`src/rtl/pktctrl_pkg.sv`:
```
// Shared types for the packet-control subsystem: word widths, the buffered
// entry layout and the write-side FSM states of the transmit buffer.
package pktctrl_pkg;

    localparam int unsigned PKT_IN_W  = 96;
    localparam int unsigned PKT_OUT_W = 32;

    // One buffered packet word with its framing flags.
    typedef struct packed {
        logic                sop;
        logic                eop;
        logic [PKT_IN_W-1:0] data;
    } pkt_entry_t;

    typedef enum logic [1:0] {
        IDLE    = 2'd0,
        RECV    = 2'd1,
        DISCARD = 2'd2
    } wr_state_e;

endpackage

```
`src/rtl/pkt_tx_ser.sv`:
```
// Output holding register and beat serializer. Splits one buffered entry
// into PKT_IN_W/OUT_W beats, LSB slice first, on a valid/ready stream.
// Ports:
//   load_valid_i/load_entry_i : committed entry available from the buffer
//   load_ready_c              : entry is taken this cycle when load_valid_i is high
//   out_ready_i               : consumer accepts the current beat
//   out_valid_o/out_data_o/out_sop_o/out_eop_o : registered beat stream
module pkt_tx_ser
    import pktctrl_pkg::*;
#(
    parameter int unsigned OUT_W = PKT_OUT_W
) (
    input  logic             clk,
    input  logic             rst_n,
    input  logic             load_valid_i,
    input  pkt_entry_t       load_entry_i,
    output logic             load_ready_c,
    input  logic             out_ready_i,
    output logic             out_valid_o,
    output logic [OUT_W-1:0] out_data_o,
    output logic             out_sop_o,
    output logic             out_eop_o
);

    localparam int unsigned RATIO  = PKT_IN_W / OUT_W;
    localparam int unsigned REST_W = PKT_IN_W - OUT_W;
    localparam int unsigned BW     = (RATIO > 1) ? $clog2(RATIO) : 1;
    localparam logic [BW-1:0] LAST_BEAT = BW'(RATIO - 1);

    logic [REST_W-1:0] rest_q;
    logic              hold_eop_q;
    logic [BW-1:0]     beat_q;
    logic              valid_q;
    logic [OUT_W-1:0]  data_q;
    logic              sop_q;
    logic              eop_q;

    logic              fire;
    logic              last_beat;
    logic              load;
    logic [BW-1:0]     beat_nxt;

    assign fire      = valid_q & out_ready_i;
    assign last_beat = (beat_q == LAST_BEAT);
    // Reload on the same edge the final beat leaves, so packets flow without a bubble.
    assign load_ready_c = ~valid_q | (fire & last_beat);
    assign load      = load_valid_i & load_ready_c;
    assign beat_nxt  = beat_q + BW'(1);

    // Remaining slices sit in a shift register; beat 0 goes straight to the output.
    always_ff @(posedge clk or negedge rst_n) begin
        if (!rst_n) begin
            rest_q     <= '0;
            hold_eop_q <= 1'b0;
            beat_q     <= '0;
            valid_q    <= 1'b0;
            data_q     <= '0;
            sop_q      <= 1'b0;
            eop_q      <= 1'b0;
        end else if (load) begin
            rest_q     <= load_entry_i.data[PKT_IN_W-1:OUT_W];
            hold_eop_q <= load_entry_i.eop;
            beat_q     <= '0;
            valid_q    <= 1'b1;
            data_q     <= load_entry_i.data[OUT_W-1:0];
            sop_q      <= load_entry_i.sop;
            eop_q      <= 1'b0;
        end else if (fire) begin
            if (last_beat) begin
                beat_q  <= '0;
                valid_q <= 1'b0;
                sop_q   <= 1'b0;
                eop_q   <= 1'b0;
            end else begin
                beat_q  <= beat_nxt;
                data_q  <= rest_q[OUT_W-1:0];
                rest_q  <= rest_q >> OUT_W;
                sop_q   <= 1'b0;
                eop_q   <= hold_eop_q & (beat_nxt == LAST_BEAT);
            end
        end
    end

    assign out_valid_o = valid_q;
    assign out_data_o  = data_q;
    assign out_sop_o   = sop_q;
    assign out_eop_o   = eop_q;

endmodule

```
`src/rtl/pkt_tx_buf.sv`:
```
// Store-and-forward packet buffer with 96->32 width conversion. Accepts
// unstallable packet words, releases only committed packets, and drops whole
// packets that overflow or are cut short by a new sop.
// Ports:
//   in_valid/in_data/in_sop/in_eop : input word stream, no backpressure
//   out_valid/out_ready/out_data/out_sop/out_eop : serialized output stream
//   fifo_level : occupied entries including the packet being received
//   drop_cnt   : saturating count of dropped packets
//   ovf_pulse  : one-cycle pulse per drop event
module pkt_tx_buf
    import pktctrl_pkg::*;
#(
    parameter int unsigned DEPTH = 16,
    parameter int unsigned IN_W  = PKT_IN_W,
    parameter int unsigned OUT_W = PKT_OUT_W
) (
    input  logic                     clk,
    input  logic                     rst_n,
    input  logic                     in_valid,
    input  logic [IN_W-1:0]          in_data,
    input  logic                     in_sop,
    input  logic                     in_eop,
    output logic                     out_valid,
    input  logic                     out_ready,
    output logic [OUT_W-1:0]         out_data,
    output logic                     out_sop,
    output logic                     out_eop,
    output logic [$clog2(DEPTH):0]   fifo_level,
    output logic [15:0]              drop_cnt,
    output logic                     ovf_pulse
);

    localparam int unsigned AW = $clog2(DEPTH);
    localparam int unsigned PW = AW + 1;

    pkt_entry_t     mem_q [DEPTH];
    wr_state_e      state_q, state_d;
    logic [PW-1:0]  wr_ptr_q, wr_ptr_d;
    logic [PW-1:0]  commit_ptr_q, commit_ptr_d;
    logic [PW-1:0]  rd_ptr_q, rd_ptr_d;
    logic [PW-1:0]  level_q;
    logic [15:0]    drop_cnt_q, drop_cnt_d;
    logic           ovf_q;

    logic           we;
    logic [PW-1:0]  wr_addr;
    logic [1:0]     drops;
    logic [16:0]    drop_sum;
    logic           full_wr, full_base;
    logic           rd_avail, ser_ready_c, ser_load;
    pkt_entry_t     wr_entry;

    // full_base covers a new packet starting at the committed boundary.
    assign full_wr   = ((wr_ptr_q - rd_ptr_q) == PW'(DEPTH));
    assign full_base = ((commit_ptr_q - rd_ptr_q) == PW'(DEPTH));
    assign wr_entry  = '{sop: in_sop, eop: in_eop, data: PKT_IN_W'(in_data)};

    // Write FSM state register.
    always_ff @(posedge clk or negedge rst_n) begin
        if (!rst_n) state_q <= IDLE;
        else        state_q <= state_d;
    end

    // Write FSM next state.
    always_comb begin
        state_d = state_q;
        if (in_valid) begin
            if (in_sop) begin
                if (in_eop)         state_d = IDLE;
                else if (full_base) state_d = DISCARD;
                else                state_d = RECV;
            end else if (state_q == RECV) begin
                if (in_eop)         state_d = IDLE;
                else if (full_wr)   state_d = DISCARD;
            end else if ((state_q == DISCARD) && in_eop) begin
                state_d = IDLE;
            end
        end
    end

    // Write FSM outputs: memory write, pointer updates and drop events.
    // A sop always restarts at commit_ptr, which also discards any partial packet.
    always_comb begin
        we           = 1'b0;
        wr_addr      = wr_ptr_q;
        wr_ptr_d     = wr_ptr_q;
        commit_ptr_d = commit_ptr_q;
        drops        = 2'd0;
        if (in_valid) begin
            if (in_sop) begin
                if (state_q == RECV) drops = 2'd1;
                if (full_base) begin
                    drops    = drops + 2'd1;
                    wr_ptr_d = commit_ptr_q;
                end else begin
                    we       = 1'b1;
                    wr_addr  = commit_ptr_q;
                    wr_ptr_d = commit_ptr_q + PW'(1);
                    if (in_eop) commit_ptr_d = commit_ptr_q + PW'(1);
                end
            end else if (state_q == RECV) begin
                if (full_wr) begin
                    drops    = 2'd1;
                    wr_ptr_d = commit_ptr_q;
                end else begin
                    we       = 1'b1;
                    wr_ptr_d = wr_ptr_q + PW'(1);
                    if (in_eop) commit_ptr_d = wr_ptr_q + PW'(1);
                end
            end
        end
    end

    assign drop_sum   = {1'b0, drop_cnt_q} + 17'(drops);
    assign drop_cnt_d = drop_sum[16] ? 16'hFFFF : drop_sum[15:0];

    // Read side only ever sees committed entries.
    assign rd_avail = (rd_ptr_q != commit_ptr_q);
    assign ser_load = rd_avail & ser_ready_c;
    assign rd_ptr_d = ser_load ? (rd_ptr_q + PW'(1)) : rd_ptr_q;

    always_ff @(posedge clk or negedge rst_n) begin
        if (!rst_n) begin
            wr_ptr_q     <= '0;
            commit_ptr_q <= '0;
            rd_ptr_q     <= '0;
            level_q      <= '0;
            drop_cnt_q   <= '0;
            ovf_q        <= 1'b0;
        end else begin
            wr_ptr_q     <= wr_ptr_d;
            commit_ptr_q <= commit_ptr_d;
            rd_ptr_q     <= rd_ptr_d;
            level_q      <= wr_ptr_d - rd_ptr_d;
            drop_cnt_q   <= drop_cnt_d;
            ovf_q        <= (drops != 2'd0);
        end
    end

    // Packet storage; contents are don't-care until written.
    always_ff @(posedge clk) begin
        if (we) mem_q[wr_addr[AW-1:0]] <= wr_entry;
    end

    pkt_tx_ser #(
        .OUT_W (OUT_W)
    ) u_ser (
        .clk          (clk),
        .rst_n        (rst_n),
        .load_valid_i (rd_avail),
        .load_entry_i (mem_q[rd_ptr_q[AW-1:0]]),
        .load_ready_c (ser_ready_c),
        .out_ready_i  (out_ready),
        .out_valid_o  (out_valid),
        .out_data_o   (out_data),
        .out_sop_o    (out_sop),
        .out_eop_o    (out_eop)
    );

    assign fifo_level = level_q;
    assign drop_cnt   = drop_cnt_q;
    assign ovf_pulse  = ovf_q;

endmodule
```
`config.mk`:
```
export PLATFORM = sky130hd
export DESIGN_NAME = pkt_tx_buf
export DESIGN_NICKNAME = d
export VERILOG_FILES = /design/src/rtl/pktctrl_pkg.sv /design/src/rtl/pkt_tx_ser.sv /design/src/rtl/pkt_tx_buf.sv
export SDC_FILE = /design/constraint.sdc
export NUM_CORES = 2
export LEC_CHECK = 0
export BUFFER_PORTS_ARGS = -buffer_cell sky130_fd_sc_hd__buf_2
export CAP_MARGIN = 5
export CORE_AREA = 2 2 329 331
export CTS_CLUSTER_DIAMETER = 100
export DETAILED_ROUTE_END_ITERATION = 10
export DIE_AREA = 0 0 331 333
export PLACE_DENSITY = 0.89
export SETUP_SLACK_MARGIN = 0.02
export SLEW_MARGIN = 20
export SYNTH_ARGS = -nofsm -noshare
export SYNTH_HDL_FRONTEND = slang
export SYNTH_SLANG_ARGS = --single-unit
```
`constraint.sdc`:
```
create_clock -name clk -period 12.1 [get_ports clk]
set_input_delay 0.605 -clock clk [delete_from_list [all_inputs] [get_ports clk]]
set_output_delay 0.605 -clock clk [all_outputs]
set_load 0.02 [all_outputs]
```
# Yosys cells after proc, flatten, opt, wreduce, memory -nomap -nowiden
# Memory sizes are Yosys's and may differ from the RTL's.
# Cells that the tools add are included.
# word_totals
n_memories,1
reg_bits,141
ram_bits,1568
output_inout_bits,57
# op_classes
bitwise_logic,6
n_mux,55
eq_ne,11
n_addsub,9
n_reduce_logical,10
# memory_table
memory,words,word_bits,read_ports,rd_clocked_by_memory_dff,write_ports,line_no,rtl
mem_q,16,98,1,0,1,pkt_tx_buf.sv:36,pkt_entry_t mem_q [DEPTH];
# ops
operator,n
64-bit 2-to-1 mux,3
32-bit 2-to-1 mux,3
5-bit 2-to-1 mux,12
2-bit 2-to-1 mux,15
1-bit 2-to-1 mux,18
16-bit by 2-bit adder with 17-bit output,1
16-bit 2-to-1 mux,1
5-bit by 1-bit adder with 5-bit output (second input constant),3
5-bit subtractor,3
4-bit 2-to-1 mux,3
5-bit equality test (second input constant),2
2-bit nonzero test,4
2-bit equality test (second input constant),3
2-bit != test (second input constant),3
5-bit != test,1
5-bit AND reduction,1
2-bit by 1-bit adder with 2-bit output (second input constant),2
1-bit bitwise AND,4
4-bit != test (second input constant),1
2-bit AND reduction,2
3-bit AND reduction,1
3-bit nonzero test,1
2-bit by 1-bit equality test with 1-bit output (second input constant),1
1-bit logical AND,1
other kinds (2),2

# Logic depth before layout (Yosys ltp)
# depth
depth_word,10
depth_mapped,24

# Cells and area by module
# A second synthesis with hierarchy kept.
# hier_totals
hier_cells,2795
hier_area_um2,65709.3
# modules_own_cells
module,area_per_inst_um2,seq_area_each_um2,cells_per_inst,instances
pkt_tx_buf,61263.8,48061.1,2474,1
pkt_tx_ser,4445.5,2552.4,321,1

# Worst setup path after synthesis
# Ideal clock, no wire load.
# synth_timing
kind,flip-flop to flip-flop
start,register rd_ptr_q[1]
end,memory mem_q[12][0] in the netlist's numbering (enable)
arrival_time_ps,9762
stages_incl_launch_ff,14
required_ps,11425
setup_ps,675
path_buffers,4
synth_period_minus_slack_ps,10436
path_slack_ps,1664
path_cell_list,dfrtp_1 -> clkbuf_1 -> clkbuf_1 -> clkbuf_1 -> inv_1 -> ha_1 -> nor2b_4 -> o21a_1 -> or3_1 -> a2111o_1 -> nor2b_4 -> buf_6 -> mux2i_1 -> nor3_1
# synth_via
elab_chain_len,8
elab_cells_between_ends,14
cone_classes,add/sub (2); eq/ne (2); mux (10)
# synth_rtl
item,line_no,rtl
start: declaration,pkt_tx_buf.sv:40,"logic [PW-1:0] rd_ptr_q, rd_ptr_d;"
start signal: assignment,pkt_tx_buf.sv:133,rd_ptr_q <= rd_ptr_d;
5-bit subtractor,pkt_tx_buf.sv:54,assign full_wr = ((wr_ptr_q - rd_ptr_q) == PW'(DEPTH));
5-bit equality test,pkt_tx_buf.sv:54,
1-bit 2-to-1 mux,pkt_tx_buf.sv:102,if (full_wr) begin
1-bit 2-to-1 mux,pkt_tx_buf.sv:101,end else if (state_q == RECV) begin
1-bit 2-to-1 mux,pkt_tx_buf.sv:90,if (in_sop) begin
1-bit 2-to-1 mux,pkt_tx_buf.sv:89,if (in_valid) begin
1-bit 2-to-1 mux,pkt_tx_buf.sv:142,if (we) mem_q[wr_addr[AW-1:0]] <= wr_entry;
1-bit 2-to-1 mux (not written as such),pkt_tx_buf.sv:142,
end: declaration,pkt_tx_buf.sv:36,
# Parallel ways exist; a longest one is shown, timed or not.

# Worst setup path in the final report
# layout_timing
start,register rd_ptr_q[3]
end,memory mem_q[8][63] in the netlist's numbering (enable)
# Same word-level chain as after synthesis.

==> metrics <==
status complete, no violations; Power per Cell Area 233 nW/µm²; Final Skew 0.0312 ns; hold violation total from the final report 0; initial antenna violation count 41; worst hold slack 0.215 ns; Post-Route WL 197000 µm; CP Max Fanout 51; Clk pwr share 30.2%; Final #Nets 3206; CP required 12.48 ns; Slew @ Worst Pin 1.39 ns; slowest CP cell dfrtp_4; layout cell share with drive strength beyond 1 30.3%; top-count cell post-synth edfxtp_1; mux share of post-synthesis cell area 18.0%; Async SR Flop Fraction 8.25%; H-tree lvl count 4; Unique masters post-synth 64; vias per cell 7.57; Avg Inst Size Synth 23.0 µm²; worst min-delay path class in2reg; via count 35200; global-route wire length before repair 269000 µm; Synth Area in XOR/XNOR 0.387%; P&R area growth vs syn 12.0%; IR drop worst, VDD 0.000210 V; Setup violations, final 0; Syn Nets 2981; Yosys Warn Count 0; CP Cell Sequence inv_1 > ha_1 > o211ai_1 > a21oi_1 > a2111o_1 > nor2b_4 > mux2i_1 > nor3b_4 > buf_4 > buf_4; 1st-iter DRT viols 7103; Synth area leader edfxtp_1; max_cap viols 0; Max Fclk 156 MHz; drt drc 0; Int Power 11800 µW; total power 17100 µW; Max Slew Vio Count 0; dominant synthesized flop cell edfxtp_1; crit-path max cell delay 0.92 ns; Post CTS Setup Buffer Count 0; fillers 5695; Final GP Congestion 0.884; antenna-violating nets left 0; Wirelength per Cell 42.4 µm; most frequent CP cell buf_4; Die X 331 µm; sw frac 31.2%; Startpoint Class flop; critical path arrival 6.81 ns; Die Span Y 333 µm; Final WS setup 5.67 ns; Synth Cell Area 65700 µm²; Commonest cells post-synth 1568 x edfxtp_1, 490 x mux4_2, 141 x dfrtp_1, 104 x nand2_1, 84 x clkbuf_1; delay-heaviest family, CP buffers and inverters; Post-DP HPWL 95100 µm; CTS tree done; starting density of the core 61.6%; Post-synth EDFFs 1568; CTS Buf Count 158; Root Driver clkbuf_16; core area 107000 µm²; Pre-Repair DR Iteration Count 9; Buf+Inv Stages, Crit Path 3; Sequential Power Share 43.2%; count of state elements after synthesis 1709; synth top area cells edfxtp_1 72%, mux4_2 17%, dfrtp_1 5.4%, mux2i_1 1.1%, nand2_1 0.59%; NetSw 5350 µW; RSZ-0062 raised after global routing false; gr usage total 35.3%; setup slack at placement 6.37 ns; Setup TNS 0 ns; Worst-path clk slew 0.08 ns; Synth top area share 71.7%; final worst path period need 6.43 ns; Reg area 50600 µm²; Setup CP Type reg2reg; largest family of logic cells by synthesized area multiplexers; Max-slew headroom 6.94%; Simple-Gate Fraction of Synth Area 1.39%; GR Overflow Total 0; PortBufs 158; die area 110000 µm²; clock sink total 1709; kind of end point of the critical path flop; Seq/Total Area, Yosys 77.1%; Compound-Gate Fraction of Synth Area 1.62%; footprint of the multi-input gates 14500 µm²; Max Buffers Root-to-Sink 3; final period utilization 53.1%; io pins 159; pin count of the biggest net entering global routing 144; Cells after Synth 2859; vias in the first global route 34800; clk_lat worst skew 0.78 ns; combinational power share 26.6%; Synth Area in Adders 0.404%; Pleak 0.0239 µW; num rows 120
logic make-up (layout without fill, tap and decap cells):
group           count (synthesis)  in the layout
compound gates                160            160
xor+xnor                       29             29
other cells                     0             25
fa+ha+maj                      20             20
simple gates                  201            201
buf+inv                       171            532
flops                        1709           1709
mux                           569            569
timing repair:
item / 4_1_cts / 5_1_grt
endpoints found under the setup margin: 0 / 0
gates resized for setup: 0 / 0
endpoints found under the hold margin: 45 / 0
hold buffers: 1 / 0
layout make-up:
cell class              count  share of cell area [%]
multi-input cells         979                    19.7
inverters                  21                   0.114
well taps                1403                    2.39
diodes                     25                  0.0850
clock buffers             216                    5.91
flip-flops and latches   1709                    68.8
clock inverters            80                    1.23
repair buffers            215                    1.81
stage by stage:
step                      instances  util [%]  instance area (µm²)
after floorplan                2859         -                65700
after global placement         4323      63.9                68200
after detailed placement       4323      63.9                68200
after CTS                      4620      68.9                73400
after global routing           4639      69.0                73600
final                          4648      69.0                73600
worst paths after layout:
| check | startpoint | to | slack (ns) | cells past startpoint |
|---|---|---|---|---|
| min in group asynchronous | rst_n | commit_ptr_q[3] | 0.36 | 2 |
| setup / recovery | rd_ptr_q[3] | mem_q[8][63] | 5.67 | 10 |
| max in group asynchronous | rst_n | u_ser.rest_q[21] | 9.46 | 4 |
| hold reg to reg | u_ser.out_data_o[3] | u_ser.out_data_o[3] | 0.48 | 2 |
| hold / removal | in_data[3] | mem_q[7][3] | 0.21 | 1 |
| setup reg to reg | rd_ptr_q[3] | mem_q[8][63] | 5.67 | 10 |
registers in the layout, indices dropped and copies added, names as in the netlist, 2 cells and up:
| register | count |
|---|---|
| fifo_level | 5 |
| state_q | 2 |
| wr_ptr_q | 5 |
| u_ser.out_data_o | 32 |
| mem_q | 1568 |
| commit_ptr_q | 5 |
| rd_ptr_q | 5 |
| u_ser.rest_q | 64 |
| u_ser.beat_q | 2 |
| drop_cnt | 16 |
placed cells by master, fill, tap and decap left out, drive strengths merged, types with 34 or more instances in the layout:
master | Yosys | routed
edfxtp | 1568 | 1568
mux4 | 490 | 490
clkbuf | 84 | 216
buf | 66 | 214
dfrtp | 141 | 141
nand2 | 105 | 105
mux2i | 73 | 73
o21ai | 72 | 72
clkinv | 0 | 54
nor2 | 34 | 34
power by group through the flow:
stage          clock network (µW)  registers, µW  logic (µW)
4_1_cts                      5150           7370        4420
6_report                     5180           7410        4550
5_1_grt                      5360           7410        4660
2_1_floorplan                   0           7320        2950
3_5_place_dp                    0           7450        4220
3_3_place_gp                    0           7390        3980
metal layers:
layer,vias up,share of wire [%],global-route usage [%],routed length [µm]
met5,-,0.099,0,195
met4,30,8.0,19.2,15700
met3,988,13,8.40,26500
met2,3965,49,56.8,96100
met1,17700,30,44.9,58700
li1,12500,-,-,-
Note: power is estimated with default switching activity, not from simulation.
